## config.mk

```make
export PLATFORM = sky130hd
export DESIGN_NAME = cryptor
export DESIGN_NICKNAME = d
export VERILOG_FILES = /design/src/rtl/cryptor.sv
export SDC_FILE = /design/constraint.sdc
export NUM_CORES = 1
export LEC_CHECK = 0
export CAP_MARGIN = 20
export CORE_MARGIN = 2
export CORE_UTILIZATION = 30
export CTS_CLUSTER_DIAMETER = 30
export DETAILED_ROUTE_END_ITERATION = 12
export GPL_TIMING_DRIVEN = 0
export PLACE_DENSITY = 0.8
export SLEW_MARGIN = 10
export SYNTH_ARGS = -nofsm -noshare
export SYNTH_HDL_FRONTEND = slang
export SYNTH_SLANG_ARGS = --single-unit
```

## constraint.sdc

```tcl
create_clock -name clk -period 0.8 [get_ports clk]
set_clock_uncertainty 0.15 [all_clocks]
set_input_delay 0.16 -clock clk [delete_from_list [all_inputs] [get_ports clk]]
set_output_delay 0.16 -clock clk [all_outputs]
set_load 0.005 [all_outputs]
```

## src/rtl/cryptor.sv

```systemverilog
// One-time-pad XOR datapath with optional consecutive key-reuse monitor.
// Monitor is built only when CRYPTOR_REUSE_CHECK_EN is defined.
module cryptor #(
  parameter int KEY_SIZE = 32
) (
  input  logic                clk,
  input  logic                rst,
  input  logic [KEY_SIZE-1:0] msg,
  input  logic [KEY_SIZE-1:0] key,
  output logic [KEY_SIZE-1:0] out,
  output logic                out_valid,
  output logic                key_reuse
);

  logic [KEY_SIZE-1:0] r_out;
  logic                r_valid;
  logic [KEY_SIZE-1:0] w_xor;

  assign w_xor = msg ^ key;

  always_ff @(posedge clk) begin
    if (rst) begin
      r_out   <= '0;
      r_valid <= 1'b0;
    end else begin
      r_out   <= w_xor;
      r_valid <= 1'b1;
    end
  end

  assign out       = r_out;
  assign out_valid = r_valid;

`ifdef CRYPTOR_REUSE_CHECK_EN
  logic [KEY_SIZE-1:0] r_last_key;
  logic                r_last_ok;
  logic                r_reuse;
  logic                w_same;

  assign w_same = r_last_ok && (key == r_last_key);

  // Advisory only: never gates the datapath.
  always_ff @(posedge clk) begin
    if (rst) begin
      r_last_key <= '0;
      r_last_ok  <= 1'b0;
      r_reuse    <= 1'b0;
    end else begin
      r_reuse    <= w_same;
      r_last_key <= key;
      r_last_ok  <= 1'b1;
    end
  end

  assign key_reuse = r_reuse;
`else
  assign key_reuse = 1'b0;
`endif

endmodule

```

* Word level (Yosys, flattened, before mapping)
Cells that the tools add are included.
** Storage, ports and cells
- Bits in registers :: 33
- Input port bits :: 66
- Output and inout port bits :: 34
- Word-level logic and storage cells :: 4
** Cells by class
- Muxes and demuxes :: 1
- Bitwise logic cells :: 1
** Operators by type and width (count)
- $xor A32 B32 Y32 :: 1
- $mux W1 :: 1

* Depth between registers and ports, before layout
Gate-level depths: netlist of the first run.
- Depth after elaboration :: 1
- Mapped depth :: 3
- Gate-level depth less buffers :: 2

* Worst setup path after synthesis of the first run
Ideal clock, no wire load.
- Kind :: in2reg
- Start point :: in rst
- End point :: reg r_out[0], in the netlist out[0]
- Setup time :: 0.064 ns
- Arrival time :: 0.474 ns
- Data required time :: 0.586 ns
- Path slack :: 0.113 ns
- Stages :: 3
- Path buffers :: 2
- Cells stage by stage :: buf_6 > buf_6 > nor2_1
** RTL lines
- from (decl) :: RTL line 7 : input logic rst,
- to (signal assigned) :: RTL line 26 : r_out <= w_xor;
- to (decl) :: RTL line 15 : logic [KEY_SIZE-1:0] r_out;
No word-level cell between the ends.

* Final worst setup path of the first run
- Start point :: reg r_out[15], in the netlist out[15]
- End point :: out out[15]
** RTL lines
- to (decl) :: RTL line 10 : output logic [KEY_SIZE-1:0] out,
No word-level cell between the ends.

==> flow_summary.ini, run 1 <==
[power_and_ir_drop]
switchingPower_mw = 0.853
seqPwrFrac_pct = 46.0
intPower_mw = 3.07
p_clk_share_pct = 34.4
comb_power_share_pct = 19.5
pwr_density_cell_nw_per_um2 = 1780
p_sw_share_pct = 21.7
vdd_ir_drop_max_mv = 0.849
p_leak_nw = 1.14

[worst_setup_path]
critPathRequiredTime_ns = 0.49
crit_path_end_kind = output pin
worstPathArrival_ns = 0.71
crit_family = flip-flops
crit_buf_inv = 1
crit_type = register to output pin
worstSetupStartpointType = register
slowest_delay_ns = 0.32
crit_fanout = 1
cp_cell_sequence = buf_6
crit_slowest_cell = dfxtp_2

[worst_hold_path]
hp-class = primary input to register

[cts]
cts_tree = yes
htree_levels = 2
cts_buffers = 5
cts_sinks = 33
clockBufferDepth = 2
clk_pin_slew_worst_paths_ns = 0.07
cts-root-buf = clkbuf_8

[floorplan]
boundaryPins = 100
die_h_um = 65.3
initial_utilization_pct = 31.0
die_x_um = 65.3
design.core.area_um2 = 3630
rows = 22
dieArea_um2 = 4260

[timing]
rsz0062_at_grt = yes
final-hold-violation-count = 5
finalCriticalPeriod_ns = 1.02
fin_crit_sh_pct = 128
max_freq_ghz = 0.980
finalSetupViolations = 33
drv_slew = 0
holdWs_ns = -0.0833
setup_ws_ns = -0.220

[synthesis]
ys_seq_area_share_pct = 58.7
synthCells = 104
netlist_top_cells_count = 33 x dfxtp_1, 32 x xnor2_1, 30 x nor2_1
synth_area_leader_cell = dfxtp_1
syn_area_um2 = 1130
synth_seq_cells = 33
ys_types = 8
async_reset_ff_share_pct = 0
synth_edf_count = 0
ys.flop_type = dfxtp_1
yosysMostFrequentCell = dfxtp_1
synth_top_area_share_pct = 58.7
synth_fp_nets = 170
synthTopCellsByArea = dfxtp_1 59%, xnor2_1 25%, nor2_1 10%
yosys_warnings = 0
syn_area_per_cell_um2 = 10.8

[finish]
fin_cells = 257
nets = 274
n_antenna_cell = 0
drive_gt1_share_pct = 27.3
final_util_pct = 60.9
area_growth_pct = 96.4

[run_status]
status = finished, violations left
violations = hold timing, setup timing

[drt]
wl_met1_mm = 1.02
highest_layer = met4
wire_per_inst_um = 11.4
vias = 1037
drcViolationCount = 0
route.met2.wl_mm = 1.43
dr.first_iter.drc_count = 31
vias_per_cell = 4.04
routed_wirelength_mm = 2.92
ant_nets = 0
dr.pass1.iters = 2
met3WireLength_um = 399

[placed_design]
gp_congestion = 0.609
pre_cts_slack_ns = -0.332
dp_hpwl_mm = 2.29
io_buffers = 97
place_inst = 249

[grt]
antenna_found_initial = 0
grt_first_pass_wirelength_mm = 4.61
grt_start_max_net_pins = 11
grt_pass1_vias = 1000
grt-ovfl-total = 0
grtUsageTotal_pct = 14.9

[run]
drv_cap = 0
stage by stage:
step	setup TNS, ns	cell area [um2]	power (mW)
CTS	-7.15	2110	3.97
global route	-7.80	2210	4.13
detailed placement	-18.51	2160	2.73
global placement	-18.06	2160	2.71
finish	-6.70	2210	3.93
floorplan	0	1130	2.09
placed cells by master (no fill, tap or decap):
master	instances
dfxtp_2	5
buf_6	8
xnor2_2	4
dfxtp_1	28
clkbuf_8	7
clkinv_2	1
buf_4	1
clkdlybuf4s50_1	41
nor2_1	30
dlymetal6s2s_1	23
buf_2	29
xnor2_1	28
conb_1	1
nor2_2	2
inv_1	1
path summary, 6_finish.rpt:
path / start / end / slack (ns) / cells past startpoint
hold / removal: rst / out[30] / -0.08 / 2
setup / recovery: out[15] / out[15] / -0.22 / 1
logic make-up (layout without fill, tap and decap cells):
kind of cell	count (synthesis)	after routing	synth area share [%]
other	1	1	0.333
flip-flops	33	33	58.7
buffers and inverters	6	111	5.00
AND/OR/NAND/NOR	32	32	11.1
XOR/XNOR	32	32	24.9
metal layers:
metal	vias up	track usage (%)
li1	511	-
met1	452	15.8
met2	69	24.0
met3	5	6.16
met4	0	10.2
met5	-	0
layout make-up:
cell class | instances | area (um2)
Fill cell | 332 | 1420
Timing Repair Buffer | 97 | 888
Sequential cell | 33 | 667
Multi-Input combinational cell | 65 | 439
Clock buffer | 7 | 96.3
Tap cell | 48 | 60.1
Buffer | 5 | 52.6
Clock inverter | 1 | 5.00
Inverter | 1 | 3.75
power by group through the flow:
stage | Clock, mW | Combinational, mW | Sequential [mW]
after floorplan | 0 | 0.231 | 1.86
after global placement | 0 | 0.870 | 1.84
after detailed placement | 0 | 0.881 | 1.84
after CTS | 1.39 | 0.771 | 1.81
after global routing | 1.47 | 0.838 | 1.82
final | 1.35 | 0.768 | 1.81
what timing repair did:
| action | in CTS | in global routing |
|---|---|---|
| setup buffers | 0 | 0 |
| pin swaps | 0 | 15 |
| setup endpoints to repair | 33 | 45 |
| endpoints found under the hold margin | 3 | 3 |
| gates cloned | 0 | 0 |
| resized for setup | 138 | 30 |
flip-flops by register name, summed over array words and instances (netlist names):
name and cells:
out_valid 1, out 32
(Power assumes the default switching activity.)
==> inputs of run 2 (changes only) <==
Settings changed: CELL_PAD_IN_SITES_DETAIL_PLACEMENT from default to 2, CELL_PAD_IN_SITES_GLOBAL_PLACEMENT from default to 2, CORE_UTILIZATION 30 to 16, PLACE_DENSITY 0.8 to 0.81.
==> flow_summary.ini, run 2 (synthesis results as in run 1) <==
[run_status]
status = finished, violations left
violations = hold timing, setup timing

[floorplan]
design.core.area_um2 = 6790
rows = 30
die_h_um = 87.9
dieArea_um2 = 7720
boundaryPins = 100
die_x_um = 87.9
initial_utilization_pct = 16.6

[timing]
tns_ns = -6.62
rsz0062_at_grt = yes
fin_crit_sh_pct = 127
drv_slew = 0
holdWs_ns = -0.0812
max_freq_ghz = 0.984
finalCriticalPeriod_ns = 1.02
final-hold-violation-count = 3
finalSetupViolations = 33
setup_ws_ns = -0.216

[finish]
layout_commonest_cell = dlymetal6s2s_1
largest_reg_flops = 32
nets = 274
drive_gt1_share_pct = 29.2
n_antenna_cell = 0
stdcell_area_um2 = 2310
final_cell_mix = 32 x dlymetal6s2s_1, 30 x nor2_1, 29 x xnor2_1
area_growth_pct = 105

[worst_setup_path]
worstSetupStartpointType = register
slowest_delay_ns = 0.32
critPathRequiredTime_ns = 0.49
crit_slowest_cell = dfxtp_2
crit_fanout = 1
crit_buf_inv = 1
crit_family = flip-flops
crit_path_end_kind = output pin
crit_type = register to output pin
worstPathArrival_ns = 0.71
cp_cell_sequence = buf_2
worstSetupStartpoint = out[16]

[drt]
routed_wirelength_mm = 3.53
dr.first_iter.drc_count = 12
vias = 1062
ant_nets = 0
drcViolationCount = 0
wire_per_inst_um = 11.6
vias_per_cell = 3.48
dr.pass1.iters = 2

[cts]
postCtsSetupBuffers = 0
cts_buffers = 5
cts-root-buf = clkbuf_8
htree_levels = 2
cts_tree = yes
cts_sinks = 33
clockBufferDepth = 2
clk_pin_slew_worst_paths_ns = 0.07

[power_and_ir_drop]
vdd_ir_drop_max_mv = 0.720
pwr_density_cell_nw_per_um2 = 1710
p_leak_nw = 1.23

[placed_design]
io_buffers = 97
place_area_um2 = 2220
gp_congestion = 0.615
dp_hpwl_mm = 2.91

[grt]
grtUsageTotal_pct = 8.80
grt_first_pass_wirelength_mm = 5.17
grt_start_max_net_pins = 11
antenna_found_initial = 0
grt-ovfl-total = 0
grt_pass1_vias = 1148

[worst_hold_path]
min_from = rst
hp-class = primary input to register

[run]
drv_cap = 0
==> run 2: area by class of cell <==
| class | instances | area [um2] |
|---|---|---|
| fillers | 751 | 4480 |
| repair buffers | 97 | 930 |
| flip-flops and latches | 33 | 673 |
| multi-input cells | 65 | 432 |
| well taps | 96 | 120 |
| clock buffers | 7 | 96.3 |
| plain buffers | 5 | 52.6 |
| clock inverters | 1 | 5.00 |
| inverters | 1 | 3.75 |
==> run 2: report_power, final <==
part           switching, mW  internal [mW]  leakage [nW]
Sequential            0.0354           1.78         0.278
Clock                  0.583          0.777        0.0542
Combinational          0.258          0.518         0.901
Total                  0.876           3.08          1.23
==> run 2: repair_timing <==
action | 4_1_cts | 5_1_grt
pin swaps | 1 | 26
hold endpoints to repair | 3 | 3
resized for setup | 145 | 45
endpoints found under the setup margin | 36 | 54
==> run 2: worst paths after layout <==
path	to	slack, ns	cells after the start
max	out[16]	-0.22	1
min	out[31]	-0.08	2
==> run 2: per-layer routing <==
layer  part of all wire, %  vias to the layer above  track usage [%]
met1                    31                      499             7.98
met3                   7.3                        4             2.54
met2                    60                       48             17.8
met5                     0                        -                0
met4                   1.4                        0             3.78
li1                      -                      511                -
==> run 2: through the flow <==
step                      power (mW)  cells  setup WS (ns)  utilization [%]
after detailed placement        2.75    297         -0.331             32.6
after global routing            4.20    305         -0.250             34.0
after CTS                       4.03    305         -0.236             31.9
after floorplan                 2.09    104          0.113                -
final                           3.95    305         -0.216             34.0
after global placement          2.72    297         -0.317             32.6
==> inputs of run 3 (changes only) <==
--- a/config.mk
+++ b/config.mk
@@ -7,3 +7,3 @@
 export LEC_CHECK = 0
-export CAP_MARGIN = 20
+export CAP_MARGIN = 25
 export CELL_PAD_IN_SITES_DETAIL_PLACEMENT = 2
--- a/constraint.sdc
+++ b/constraint.sdc
@@ -4,2 +4,2 @@
 set_output_delay 0.16 -clock clk [all_outputs]
-set_load 0.005 [all_outputs]
+set_load 0.01 [all_outputs]
==> flow_summary.ini, run 3 (synthesis results as in run 1) <==
[finish]
n_antenna_cell = 0
drive_gt1_share_pct = 30.1
final_util_pct = 34.5
stdcell_area_um2 = 2340
layout_commonest_cell = dlymetal6s2s_1
largest_reg_flops = 32
final_cell_mix = 33 x dlymetal6s2s_1, 30 x nor2_1, 29 x xnor2_1
area_growth_pct = 108
nets = 274
fin_cells = 305

[power_and_ir_drop]
pwr_density_cell_nw_per_um2 = 1720
vdd_ir_drop_max_mv = 0.722
p_leak_nw = 1.25
finalPower_mw = 4.04

[drt]
wire_per_inst_um = 11.7
dr.pass1.iters = 2
ant_nets = 0
dr.first_iter.drc_count = 10
drcViolationCount = 0
vias = 1066
vias_per_cell = 3.50
routed_wirelength_mm = 3.58

[grt]
grt-ovfl-total = 0
grt_first_pass_wirelength_mm = 5.14
antenna_found_initial = 0
grtUsageTotal_pct = 8.76
grt_start_max_net_pins = 11
grt_pass1_vias = 1145

[cts]
cts_buffers = 5
htree_levels = 2
cts_tree = yes
clockBufferDepth = 2
cts_sinks = 33
clk_pin_slew_worst_paths_ns = 0.07
cts-root-buf = clkbuf_8

[placed_design]
place_area_um2 = 2220
io_buffers = 97
place_inst = 297
dp_hpwl_mm = 2.91
gp_congestion = 0.615
pre_cts_slack_ns = -0.365

[floorplan]
boundaryPins = 100
die_h_um = 87.9
dieArea_um2 = 7720
rows = 30
initial_utilization_pct = 16.6
die_x_um = 87.9
design.core.area_um2 = 6790

[worst_setup_path]
crit_path_end_kind = output pin
worstSetupStartpointType = register
slowest_delay_ns = 0.31
crit_buf_inv = 1
crit_type = register to output pin
crit_family = flip-flops
cp_cell_sequence = buf_2
worstPathArrival_ns = 0.71
crit_fanout = 1
worstSetupStartpoint = out[13]
critPathRequiredTime_ns = 0.49
crit_slowest_cell = dfxtp_1

[run_status]
violations = hold timing, setup timing
status = finished, violations left

[timing]
setup_ws_ns = -0.220
finalSetupViolations = 34
rsz0062_at_grt = yes
holdWs_ns = -0.0819
final-hold-violation-count = 3
finalCriticalPeriod_ns = 1.02
fin_crit_sh_pct = 127
drv_slew = 0
max_freq_ghz = 0.981

[run]
drv_cap = 0

[worst_hold_path]
hp-class = primary input to register
min_from = rst
run 3: cell type report:
cell class / count / area (um2)
fillers: 743 / 4450
repair buffers: 97 / 958
flip-flops and latches: 33 / 676
multi-input cells: 65 / 432
well taps: 96 / 120
clock buffers: 7 / 96.3
plain buffers: 5 / 52.6
clock inverters: 1 / 5.00
inverters: 1 / 3.75
run 3: final timing paths:
check                 cells past startpoint  endpoint
worst max-delay path                      1   out[13]
worst min-delay path                      2   out[31]
run 3: timing repair:
action / 4_1_cts / 5_1_grt
gates resized for setup: 142 / 54
endpoints found under the setup margin: 36 / 55
pin swaps: 1 / 27
hold endpoints to repair: 3 / 3
buffers inserted: 0 / 0
run 3: metal layers:
| metal | vias up | part of all wire, % | track usage [%] |
|---|---|---|---|
| met5 | - | 0 | 0 |
| met2 | 48 | 61 | 17.8 |
| met3 | 4 | 6.9 | 2.54 |
| li1 | 511 | - | - |
| met4 | 0 | 1.3 | 3.78 |
| met1 | 503 | 31 | 7.86 |
run 3: stage by stage:
| stage | hold slack (ns) | setup TNS [ns] |
|---|---|---|
| 3_5_place_dp | 0.212 | -20.14 |
| 2_1_floorplan | 0.147 | 0 |
| 4_1_cts | -0.0914 | -7.69 |
| 3_3_place_gp | 0.207 | -19.37 |
| 5_1_grt | -0.0943 | -8.27 |
| 6_report | -0.0819 | -7.02 |
run 3: power by group:
group | switching, mW | total [mW] | internal (mW)
sequential | 0.0395 | 1.82 | 1.78
combinational | 0.310 | 0.850 | 0.540
clock | 0.585 | 1.36 | 0.777
total | 0.934 | 4.04 | 3.10
